--- src/rtl/vga_logo_motion_ctrl.sv ---
// Per-frame DVD-bounce motion sequencer for the VGA logo: steps the logo
// position once per frame tick, reflects off the active-area edges and cycles the palette.
module vga_logo_motion_ctrl #(
  parameter int unsigned H_ACTIVE = 640,
  parameter int unsigned V_ACTIVE = 480,
  parameter int unsigned LOGO_W   = 128,
  parameter int unsigned LOGO_H   = 64,
  parameter int unsigned PAL_N    = 8
) (
  input  logic       clk,
  input  logic       rst_n,
  input  logic       frame_tick,
  input  logic       run,
  input  logic       pause,
  input  logic [1:0] speed,
  input  logic       recenter,
  output logic [9:0] logo_x,
  output logic [9:0] logo_y,
  output logic [2:0] pal_idx,
  output logic       hit_x,
  output logic       hit_y,
  output logic       corner
);

  localparam logic [9:0] XMAX = 10'(H_ACTIVE - LOGO_W);
  localparam logic [9:0] YMAX = 10'(V_ACTIVE - LOGO_H);
  localparam logic [2:0] PAL_LAST = 3'(PAL_N - 1);

  localparam logic [1:0] S_IDLE = 2'd0;
  localparam logic [1:0] S_RUN  = 2'd1;
  localparam logic [1:0] S_HOLD = 2'd2;

  logic [1:0] state_q, state_d;
  logic       tick_d_q, tick_d_d;
  logic [9:0] logo_x_q, logo_x_d;
  logic [9:0] logo_y_q, logo_y_d;
  logic       dx_q, dx_d;  // 1 = moving right
  logic       dy_q, dy_d;  // 1 = moving down
  logic [2:0] pal_q, pal_d;
  logic       hit_x_q, hit_x_d;
  logic       hit_y_q, hit_y_d;
  logic       corner_q, corner_d;

  logic       tick_rise;
  logic [9:0] step;
  logic       hx, hy;

  always_comb begin
    tick_rise = frame_tick & ~tick_d_q;
    tick_d_d  = frame_tick;
    step      = {8'b0, speed} + 10'd1;

    state_d = state_q;
    case (state_q)
      S_IDLE:  if (run) state_d = S_RUN;
      S_RUN:   if (!run) state_d = S_IDLE; else if (pause) state_d = S_HOLD;
      S_HOLD:  if (!run) state_d = S_IDLE; else if (!pause) state_d = S_RUN;
      default: state_d = S_IDLE;
    endcase

    logo_x_d = logo_x_q;
    logo_y_d = logo_y_q;
    dx_d     = dx_q;
    dy_d     = dy_q;
    pal_d    = pal_q;
    hit_x_d  = 1'b0;
    hit_y_d  = 1'b0;
    corner_d = 1'b0;
    hx       = 1'b0;
    hy       = 1'b0;

    // Recenter has priority over a coincident tick; the tick is simply lost.
    if (recenter) begin
      logo_x_d = XMAX >> 1;
      logo_y_d = YMAX >> 1;
    end else if (state_q == S_RUN && tick_rise) begin
      if (dx_q) begin
        if ({1'b0, logo_x_q} + {1'b0, step} >= {1'b0, XMAX}) begin
          logo_x_d = XMAX;
          dx_d     = 1'b0;
          hx       = 1'b1;
        end else begin
          logo_x_d = logo_x_q + step;
        end
      end else begin
        if (logo_x_q <= step) begin
          logo_x_d = '0;
          dx_d     = 1'b1;
          hx       = 1'b1;
        end else begin
          logo_x_d = logo_x_q - step;
        end
      end

      if (dy_q) begin
        if ({1'b0, logo_y_q} + {1'b0, step} >= {1'b0, YMAX}) begin
          logo_y_d = YMAX;
          dy_d     = 1'b0;
          hy       = 1'b1;
        end else begin
          logo_y_d = logo_y_q + step;
        end
      end else begin
        if (logo_y_q <= step) begin
          logo_y_d = '0;
          dy_d     = 1'b1;
          hy       = 1'b1;
        end else begin
          logo_y_d = logo_y_q - step;
        end
      end

      hit_x_d  = hx;
      hit_y_d  = hy;
      corner_d = hx & hy;
      if (hx | hy) pal_d = (pal_q == PAL_LAST) ? '0 : pal_q + 3'd1;
    end
  end

  always_ff @(posedge clk or negedge rst_n) begin
    if (!rst_n) begin
      state_q  <= S_IDLE;
      tick_d_q <= 1'b0;
      logo_x_q <= '0;
      logo_y_q <= '0;
      dx_q     <= 1'b1;
      dy_q     <= 1'b1;
      pal_q    <= 3'd1;
      hit_x_q  <= 1'b0;
      hit_y_q  <= 1'b0;
      corner_q <= 1'b0;
    end else begin
      state_q  <= state_d;
      tick_d_q <= tick_d_d;
      logo_x_q <= logo_x_d;
      logo_y_q <= logo_y_d;
      dx_q     <= dx_d;
      dy_q     <= dy_d;
      pal_q    <= pal_d;
      hit_x_q  <= hit_x_d;
      hit_y_q  <= hit_y_d;
      corner_q <= corner_d;
    end
  end

  assign logo_x  = logo_x_q;
  assign logo_y  = logo_y_q;
  assign pal_idx = pal_q;
  assign hit_x   = hit_x_q;
  assign hit_y   = hit_y_q;
  assign corner  = corner_q;

endmodule

--- config.mk ---
export PLATFORM = sky130hd
export DESIGN_NAME = vga_logo_motion_ctrl
export DESIGN_NICKNAME = d
export VERILOG_FILES = /design/src/rtl/vga_logo_motion_ctrl.sv
export SDC_FILE = /design/constraint.sdc
export NUM_CORES = 1
export LEC_CHECK = 0
export CAP_MARGIN = 20
export CORE_MARGIN = 5
export CORE_UTILIZATION = 56
export DETAILED_ROUTE_END_ITERATION = 8
export PLACE_DENSITY = 0.81
export SLEW_MARGIN = 20
export SYNTH_ARGS = -nofsm -noshare
export SYNTH_HDL_FRONTEND = slang
export SYNTH_SLANG_ARGS = --single-unit
--- constraint.sdc ---
create_clock -name clk -period 4 [get_ports clk]
set_clock_uncertainty 0.2 [all_clocks]
set_input_delay 0.8 -clock clk [delete_from_list [all_inputs] [get_ports clk]]
set_output_delay 0.8 -clock clk [all_outputs]
set_load 0.01 [all_outputs]
==> results.md <==
- The die height is 78.9 um.
- In this run the critical register-to-register path is launched from logo_y[2]$_DFFE_PN0P_.
- The area enclosed by the die boundary is between 6000 and 7000 um2.
- The post-synth net total is 346.
- The core region is approximately 4700 um2.
- The hold violation count in the final report is 0.
- The post-route worst hold slack is about 0.34 ns.
- The tree is rooted in a sky130_fd_sc_hd__clkbuf_8.
- TritonCTS built the clock tree.
- At the end of the flow, the number of nets in the layout was 400.
- The number of global-route vias before repair is roughly 2600.
- The global-route wire length before repair is 12600 um.
- Buffers inserted to repair hold after CTS numbered 0.
- The most used flip-flop cell after synthesis is sky130_fd_sc_hd__dfrtp_1.
- In this run the most critical hold path is launched from dx_q$_DFFE_PN1P_.
- The count of nets left with antenna violations once routing finished came out at 0.
- Once the clock tree was built, the setup fixing pass inserted 0 buffers.
- The combined area of all synthesized cells is approximately 2700 um2.
- Measured in cells, the most critical reg-to-reg path has a length of 7.
- The static leakage is roughly 1.4 nW.
- Once the floorplan was initialized, standard cells occupied between 50 and 60% of the core.
- After synthesis, the most frequently instantiated cells are 31 x sky130_fd_sc_hd__nor2_1, 29 x sky130_fd_sc_hd__nand2_1, 28 x sky130_fd_sc_hd__dfrtp_1.
- For the final routed database, the setup TNS stands at 0 ns.
- The flip-flop and latch count after synthesis is 31.
- The transition at the pin with the smallest max-transition slack is between 0.5 and 0.6 ns.
- The initial antenna violation count is 0.
- The Yosys warning count is 0.
- The part of the cycle the worst path needs is 95.1%.
- The total grt overflow is 0.
- Cells fill a little over 70% of the core in the end.
- The reg2reg setup slack is around 1.0 ns.
- After synthesis, the largest area contributor takes up a little over a quarter of total cell area.
- The maximum buffer depth of the clock tree is 2.
- The H-tree generated during clock tree synthesis spans 2 levels.
- Counting the buffers created by CTS gives 5.
- The critical path capture point type is a register.
- In this run the worst hold path is classified as register to register.
- The leading cell type by number of instances after synthesis is sky130_fd_sc_hd__nor2_1.
- Once layout is complete, the cells apart from fillers number approximately 430.
- The hold path depth is 2.
- For this run, asynchronously set or reset flops after synthesis account for 100%.
- The count of pins on the block boundary is 34.
- The final-report max-slew violation count is 0.
- The dominant cell type by area after synthesis is sky130_fd_sc_hd__dfrtp_1.
- The count of unresolved DRC violations after routing is 0.
- Detailed placement finished with a half-perimeter wire length of 5560 um.
- The cell family contributing the most delay on the critical path is simple AND/OR/NAND/NOR gates.
- The first-pass iteration count of the detailed router is 5.
- The maximum vdd drop is between 0.2 and 0.25 mV.
- The signed area change from the synthesized netlist to the final layout is 25.3%.
- The tool flagged a number of max-cap violations equal to 0.
- Entering global routing, the biggest net connects 32 pins.
- The count of vias placed by the detailed router is about 2700.
- The count of endpoints failing setup in the final report is 0.
- In this run, post-CTS repair resized a total of 0 instances.
- In the synthesized netlist, the number of instances is 319.
- The routed design could run at a clock period as short as 3.81 ns.
- Global routing used approximately 26% of the available tracks across all layers.
- STA puts the critical path data required time at roughly 4.0 ns.
- The first routing iteration left roughly 290 violations.
- The arrival time of the worst setup path is 3.81 ns.
- The depth of the critical timing path with buffers and inverters included is 10.
- The routed length per placed instance is around 18 um.
- Setup repair after global routing left no endpoint under its margin.
- The overall power of the completed layout is about 0.00098 W.
- The global placer's final weighted congestion is about 0.94.
- Along the worst path, the maximum fanout reaches 9.
- The row count is 25.
- The die span in x is ~79 um.
- The type of origin of the critical path is a primary input.
- The worst slew margin relative to its limit is 61.3%.
- Counting flops with a built-in enable in the synthesized netlist gives 0.
- The endpoint of the worst-slack reg-to-reg timing path is pal_idx[1]$_DFFE_PN0P_.
- The delay of the slowest critical-path stage is approximately 0.57 ns.
- The most numerous cell on the critical path is sky130_fd_sc_hd__ha_1.
- Once placement completed, the tool counted placed cells totaling 420.
- The power density over the cells is slightly below 300 nW/um2.
- In this run the mean area of a mapped cell was roughly 8.3 um2.
- The signal on the critical path passes through clkdlybuf4s50_1 -> ha_1 -> buf_4 -> ha_1 -> a211o_1 -> and4bb_2 -> or3b_2 -> nand2_1 -> a2111oi_0 -> a211oi_1.
- The final wirelength is about 7600 um.
- The insertion delay of the later-clocked pin in the worst-skew pair is 0.30 ns.
- The repair_antennas step left the layout with diodes totalling 0.
- The share of final-layout standard cells stronger than drive strength 1 is 15.8%.
- By area the synthesized netlist is led by sky130_fd_sc_hd__dfrtp_1 26%, sky130_fd_sc_hd__ha_1 7.1%, sky130_fd_sc_hd__nor2_1 4.4%.
- For this design, the sink count on the clock tree is 31.
- The maximum frequency from static timing analysis is about 260 MHz.
- The sequential fraction of the synthesis area is between 20 and 30%.
- The count of cell types in the netlist is 67.
- After clock tree synthesis, the clock-pin slew on the worst setup and hold paths is ~0.07 ns.
- The flow ran to the end, and the final reports show no timing, DRC or antenna violations.
- The slowest stage of the critical path belongs to the cell sky130_fd_sc_hd__or3b_2.
- Counting both buffers and inverters, the worst setup path holds a total of 2.
- The path with the worst hold slack has its endpoint at dx_q$_DFFE_PN1P_.
- Buffers placed on the I/O ports in this run total 33.
- The start-to-end type of the worst setup path is primary input to register.
- In the routed layout, each cell is associated on average with a via count of 6.42.
==> sequential cells by signal, indices dropped and copies added (netlist names) <==
signal and count:
dx_q 1, tick_d_q 1, logo_y 10, hit_x 1, dy_q 1, hit_y 1
state_q 2, pal_idx 3, corner 1, logo_x 10
==> worst max-delay path by stage <==
| stage | from | endpoint | slack, ns |
|---|---|---|---|
| after detailed placement | speed[0] | logo_x[6]$_DFFE_PN0P_ | -0.09 |
| final | speed[0] | logo_x[6]$_DFFE_PN0P_ | 0.19 |
| after floorplan | speed[0] | pal_idx[0]$_DFFE_PN1P_ | 0.57 |
| after global placement | speed[0] | logo_x[6]$_DFFE_PN0P_ | 0.06 |
| after CTS | speed[0] | logo_x[6]$_DFFE_PN0P_ | 0.21 |
| after global routing | speed[0] | logo_x[6]$_DFFE_PN0P_ | 0.06 |
==> cell type report <==
class | count | area (um2)
fill | 371 | 1330
sequential | 31 | 779
multi-input combinational | 253 | 1720
inverter | 16 | 60.1
timing repair buffer | 66 | 578
tap | 54 | 67.6
clock buffer | 6 | 82.6
clock inverter | 2 | 35.0
==> layout by cell type (no fill, tap or decap), types with 6 or more instances in the layout <==
cell type and n:
sky130_fd_sc_hd__o21ai_0 15, sky130_fd_sc_hd__nor3_1 12, sky130_fd_sc_hd__nand3_1 9, sky130_fd_sc_hd__a221oi_1 6, sky130_fd_sc_hd__buf_4 33, sky130_fd_sc_hd__clkbuf_8 6, sky130_fd_sc_hd__ha_1 15, sky130_fd_sc_hd__clkdlybuf4s50_1 33
sky130_fd_sc_hd__inv_1 16, sky130_fd_sc_hd__a21oi_1 20, sky130_fd_sc_hd__nor2_1 31, sky130_fd_sc_hd__dfrtp_1 28, sky130_fd_sc_hd__a211oi_1 7, sky130_fd_sc_hd__nand2_1 29
==> metal layers <==
layer  up-vias  routed length [um]  global-route usage [%]
met5         -                   0                       0
met4         0                 184                    11.2
met3        26                 490                    3.74
met2       123                3660                    42.9
met1      1310                3280                    33.3
li1       1287                   -                       -
==> through the flow <==
step / worst slack, ns / cell area, um2
after global placement: 0.0635 / 3210
after global routing: 0.0580 / 3330
after floorplan: 0.572 / 2660
after CTS: 0.208 / 3330
after detailed placement: -0.0870 / 3210
final: 0.195 / 3330
==> worst min-delay path, delay by kind of cell, from the launching register on <==
kind               cells  cell delay (ns)
AOI/OAI and AO/OA      1             0.06
DFF                    1             0.41
and+or+nand+nor        1             0.06
==> power by group <==
group          internal, W  switching, W  total [W]
logic             0.000128      0.000150   0.000278
clock network     0.000202      0.000135   0.000336
registers         0.000336     0.0000309   0.000366
total             0.000665      0.000316   0.000981
==> cell families (layout without fill, tap and decap cells) <==
family	after synthesis	in the layout	synth area share (%)
buf+inv	35	90	5.94
mux	1	1	0.377
simple gates	129	129	25.4
compound gates	95	95	25.9
flops	31	31	29.4
fa+ha+maj	19	19	10.1
xor+xnor	9	9	2.97
(Power assumes the default switching activity.)
